===== src/rtl/shared_reg_arbiter.sv =====
// -----------------------------------------------------------------------------
// shared_reg_arbiter
//   Round-robin arbiter that shares one WIDTH-bit register between NREQ
//   requesters. The arbiter grants one requester at a time. The granted
//   requester's data is captured into the shared register at the edge where
//   it still holds its request. The owner can hold the grant across
//   back-to-back writes by keeping its lock bit set.
//
// Ports
//   clk       in   rising-edge clock
//   rst_n     in   asynchronous active-low reset
//   req       in   [NREQ]       per-requester request (level, held until serviced)
//   lock      in   [NREQ]       per-requester hold, only looked at for the owner
//   wdata     in   [NREQ*WIDTH] requester i data on [i*WIDTH +: WIDTH]
//   gnt       out  [NREQ]       registered one-hot grant, zero when idle
//   owner     out  [IDXW]       index of the current / last granted requester
//   wr_valid  out  1            q was updated at the preceding edge
//   q         out  [WIDTH]      shared register contents
//
// Handshake: a requester raises req with stable wdata and keeps both until it
// sees its gnt bit. The write happens at the first edge where gnt[i] and
// req[i] are both high. Dropping req while granted withdraws the request
// without a write.
// -----------------------------------------------------------------------------
module shared_reg_arbiter #(
   parameter int NREQ  = 4,
   parameter int WIDTH = 8,
   parameter int IDXW  = 2
) (
   input  logic                   clk,
   input  logic                   rst_n,
   input  logic [NREQ-1:0]        req,
   input  logic [NREQ-1:0]        lock,
   input  logic [NREQ*WIDTH-1:0]  wdata,
   output logic [NREQ-1:0]        gnt,
   output logic [IDXW-1:0]        owner,
   output logic                   wr_valid,
   output logic [WIDTH-1:0]       q
);

   typedef enum logic {S_IDLE, S_OWNED} state_t;

   state_t            state;
   logic [IDXW-1:0]   ptr;

   logic              serviced;
   logic [IDXW-1:0]   base;
   logic [NREQ-1:0]   arb_req;
   logic              pick_found;
   logic [IDXW-1:0]   pick_idx;
   logic [NREQ-1:0]   pick_onehot;
   logic [WIDTH-1:0]  owner_data;

   // Arbitration for the coming edge.
   always_comb begin
      serviced    = (state == S_OWNED) && req[owner];
      owner_data  = wdata[int'(owner)*WIDTH +: WIDTH];
      // While owned, the scan starts after the current owner because ptr is
      // updated to the owner at the same edge the next owner is chosen.
      base        = (state == S_OWNED) ? owner : ptr;
      // The request is consumed by the write at this edge. It must not win the
      // re-arbitration that happens at the same edge.
      arb_req     = req;
      if (serviced) begin
         arb_req[owner] = 1'b0;
      end
      pick_found  = 1'b0;
      pick_idx    = '0;
      // First scan the positions above base, then wrap to 0..base.
      for (int i = 0; i < NREQ; i++) begin
         if (!pick_found && (i > int'(base)) && arb_req[i]) begin
            pick_found = 1'b1;
            pick_idx   = IDXW'(i);
         end
      end
      for (int i = 0; i < NREQ; i++) begin
         if (!pick_found && (i <= int'(base)) && arb_req[i]) begin
            pick_found = 1'b1;
            pick_idx   = IDXW'(i);
         end
      end
      pick_onehot = '0;
      pick_onehot[pick_idx] = 1'b1;
   end

   always_ff @(posedge clk or negedge rst_n) begin
      if (!rst_n) begin
         state    <= S_IDLE;
         gnt      <= '0;
         owner    <= '0;
         wr_valid <= 1'b0;
         q        <= '0;
         ptr      <= IDXW'(NREQ-1);
      end else begin
         wr_valid <= serviced;
         if (serviced) begin
            q <= owner_data;
         end
         case (state)
            S_IDLE: begin
               if (pick_found) begin
                  gnt   <= pick_onehot;
                  owner <= pick_idx;
                  state <= S_OWNED;
               end
            end
            S_OWNED: begin
               // A locked owner keeps the register only while it is writing.
               // Withdrawing req releases it even with lock set.
               if (!(serviced && lock[owner])) begin
                  ptr <= owner;
                  if (pick_found) begin
                     gnt   <= pick_onehot;
                     owner <= pick_idx;
                  end else begin
                     gnt   <= '0;
                     state <= S_IDLE;
                  end
               end
            end
            default: begin
               gnt   <= '0;
               state <= S_IDLE;
            end
         endcase
      end
   end

endmodule


===== config.mk =====
export PLATFORM = sky130hd
export DESIGN_NAME = shared_reg_arbiter
export DESIGN_NICKNAME = d
export VERILOG_FILES = /design/src/rtl/shared_reg_arbiter.sv
export SDC_FILE = /design/constraint.sdc
export NUM_CORES = 1
export LEC_CHECK = 0
export CAP_MARGIN = 20
export CELL_PAD_IN_SITES_DETAIL_PLACEMENT = 1
export CELL_PAD_IN_SITES_GLOBAL_PLACEMENT = 2
export CORE_AREA = 2 2 72 74
export DETAILED_ROUTE_END_ITERATION = 16
export DIE_AREA = 0 0 74 76
export PLACE_DENSITY = 0.87
export RECOVER_POWER = 100
export SETUP_SLACK_MARGIN = 0.02
export SYNTH_ARGS = -nofsm -noshare
export SYNTH_HDL_FRONTEND = slang
export SYNTH_SLANG_ARGS = --single-unit

===== constraint.sdc =====
create_clock -name clk -period 2.13 [get_ports clk]
set_input_delay 0.426 -clock clk [delete_from_list [all_inputs] [get_ports clk]]
set_output_delay 0.426 -clock clk [all_outputs]
set_load 0.005 [all_outputs]

==> flow_metrics.env <==
export IMPL_status="finished clean"
export IMPL_combPwrFrac=0.599
export IMPL_fin_hold_ws_ns=0.501
export IMPL_die_w_um=74
export IMPL_finClkSkew_ns=0.00294
export IMPL_path_buf_inv=2
export IMPL_pre_cts_ws_ns=-0.110
export IMPL_reg2reg_to="gnt[1]$_DFFE_PN0P_"
export IMPL_vias=1068
export IMPL_synth_area_leaders="dfrtp_1 36%, mux4_2 20%, mux2_2 11%, dfstp_2 4.7%, o22ai_1 2.8%"
export IMPL_reg2regPathDepth=5
export IMPL_rr_startpoint="state$_DFF_PN0_"
export IMPL_grt_overflow=0
export IMPL_layout_drive_gt1_share=0.255
export IMPL_cp_max_fo=10
export IMPL_final_cell_mix="42 x clkdlybuf4s50_1, 15 x dfrtp_1, 14 x dlygate4sd3_1, 11 x mux2_2, 10 x mux4_2"
export IMPL_worst_ir_drop_vdd_mv=0.359
export IMPL_clock_latency_ns=0.26
export IMPL_drt_pass1_iterations=5
export IMPL_drv_cap=0
export IMPL_seq_area_frac_synth=0.404
export IMPL_via_per_inst=4.70
export IMPL_routedWlPerCell_um=15.3
export IMPL_required_ns=1.70
export IMPL_p_leak_uw=0.000746
export IMPL_die_height_um=76
export IMPL_tightest_slew_ns=0.498
export IMPL_remaining_drc_errors=0
export IMPL_wirelength_um=3470
export IMPL_hold_violations=0
export IMPL_place_area_sq_um=1840
export IMPL_grt_max_degree=14
export IMPL_boundaryPins=57
export IMPL_root_buffer="clkbuf_8"
export IMPL_synth_top_area_cell="dfrtp_1"
export IMPL_drt_iter0_drc=22
export IMPL_holdPathEnd="q[7]$_DFFE_PN0N_"
export IMPL_crit_family="buffers and inverters"
export IMPL_fin_crit_sh=0.937
export IMPL_crit_chain="clkbuf_4, clkdlybuf4s50_1"
export IMPL_postSynthCellCount=91
export IMPL_grt_pass1_vias=1163
export IMPL_finalCriticalPeriod_ns=2.00
export IMPL_core_area_sq_um=4910
export IMPL_fmax_mhz=501
export IMPL_gp_congestion=0.838
export IMPL_critPathLaunchType="register"
export IMPL_power_switching_uw=850
export IMPL_grt_pass1_wl_um=5620
export IMPL_synth_seq_cells=18
export IMPL_stdcell_area_sq_um=1890
export IMPL_p_int_uw=1560
export IMPL_rows=26
export IMPL_yosysUniqueCellTypes=32
export IMPL_n_antenna_cell=0
export IMPL_syn_to_final_growth_pct=68.1
export IMPL_reg2reg_slack_ns=0.20
export IMPL_place_detailed_hpwl_um=2950
export IMPL_setup_viol=0
export IMPL_synth_nets=133
export IMPL_end_kind="primary output"
export IMPL_setup_ws_ns=0.133
export IMPL_cpPeakStageDelay_ns=0.54
export IMPL_relSlewSlack=0.668
export IMPL_syn_area_sq_um=1120
export IMPL_grt_setup_unrepaired="no"
export IMPL_hp_class="register to register"
export IMPL_port_buffers=56
export IMPL_cts_inserted_buffers=3
export IMPL_clk_pin_slew_ns=0.07
export IMPL_cts_sinks=18
export IMPL_fillCellCount=541
export IMPL_p_seq_frac=0.285
export IMPL_maxSlewViolCount=0
export IMPL_hold_path_depth=1
export IMPL_synth_top_cell_area_share=0.357
export IMPL_final_common_cell="clkdlybuf4s50_1"
export IMPL_clock_path_buffers=2
export IMPL_cp_data_arrival_time_ns=1.57
export IMPL_swShare=0.352
export IMPL_power_density_nw_per_um2=1280
export IMPL_slowest_stage="clkdlybuf4s50_1"
export IMPL_yosysWarnings=0
export IMPL_initial_core_util=0.228
export IMPL_cts_tree="built"
export IMPL_die_area_sq_um=5620
export IMPL_htreeDepth=1
export IMPL_power_share_clock=0.116
export IMPL_grt_usage=0.129
export IMPL_postRouteAntennaNets=0
export IMPL_avgSynthCellArea_sq_um=12.3
export IMPL_path_class="register to primary output"
export IMPL_nets=200
export IMPL_hold_start="q[7]$_DFFE_PN0N_"
export IMPL_grt_antenna_before_repair=0
## cell families (layout without fill, tap and decap cells)
family          count (synthesis)  after routing  share of synthesized area
simple gates                   24             24                      0.136
flops                          18             18                      0.404
compound gates                 17             17                      0.108
buf+inv                        11             77                     0.0412
mux                            21             21                      0.311
## layer usage
metal / up-vias / GRT usage / share of wire
met5: - / 0 / 0
met4: 0 / 0.0273 / 0.0089
met3: 3 / 0.0304 / 0.054
met2: 32 / 0.256 / 0.58
met1: 545 / 0.129 / 0.36
li1: 488 / - / -
## sequential cells by signal, summed over array words and instances (netlist names)
register,cells
gnt,4
owner,2
q,8
state,1
ptr,2
wr_valid,1
## area by class of cell
class	instances	area, sq um	share of cell area
clock buffers	4	55.1	0.0292
inverters	6	22.5	0.0119
multi-input cells	62	622	0.330
flip-flops and latches	18	454	0.241
well taps	70	87.6	0.0464
repair buffers	67	646	0.342
## power by group through the flow
stage                     clock [uW]  sequential [uW]  combinational (uW)
after floorplan                    0              632                 900
after global placement             0              674                1460
after detailed placement           0              698                1530
after CTS                        291              693                1540
after global routing             309              720                1580
final                            281              687                1450
## synth_stat cells
master     count
o21ai_0        2
clkbuf_1       1
and3_4         1
mux2_2        11
o22ai_1        5
mux4_2        10
nor3_1         2
nand3_1        4
and4b_1        1
nor2b_1        2
buf_2          4
and3_1         2
a32oi_1        1
or3_4          1
dfrtp_1       16
o2bb2ai_1      1
nand2b_1       2
a21oi_1        2
a31oi_2        1
inv_1          6
dfstp_2        2
and3b_1        1
o21a_1         1
a22o_1         1
nor3b_1        1
a211o_1        1
a21boi_0       1
nor2_1         1
a211oi_1       1
and2_1         1
nand2_1        3
nand3b_1       2
## worst max path at each step
| stage | cells past startpoint | startpoint | to |
|---|---|---|---|
| after floorplan | 5 | owner[1]$_DFFE_PN0P_ | owner[1]$_DFFE_PN0P_ |
| after global placement | 7 | req[2] | gnt[1]$_DFFE_PN0P_ |
| after detailed placement | 7 | req[2] | gnt[1]$_DFFE_PN0P_ |
| after CTS | 2 | owner[0]$_DFFE_PN0P_ | owner[0] |
| after global routing | 2 | owner[0]$_DFFE_PN0P_ | owner[0] |
| final | 2 | owner[0]$_DFFE_PN0P_ | owner[0] |
## through the flow
| stage | util | std cells | setup TNS [ns] | power (uW) |
|---|---|---|---|---|
| global placement | 0.375 | 223 | -0.0674 | 2130 |
| finish | 0.384 | 227 | 0 | 2410 |
| global route | 0.384 | 227 | 0 | 2610 |
| CTS | 0.386 | 227 | 0 | 2530 |
| detailed placement | 0.375 | 223 | -0.630 | 2230 |
| floorplan | - | 91 | 0 | 1530 |
## repair_timing
| item | in CTS | in global routing |
|---|---|---|
| gates resized for setup | 0 | 2 |
| buffers inserted | 0 | 0 |
| hold buffers | 0 | 0 |
| endpoints found under the setup margin | 0 | 2 |
(Power assumes the default switching activity.)
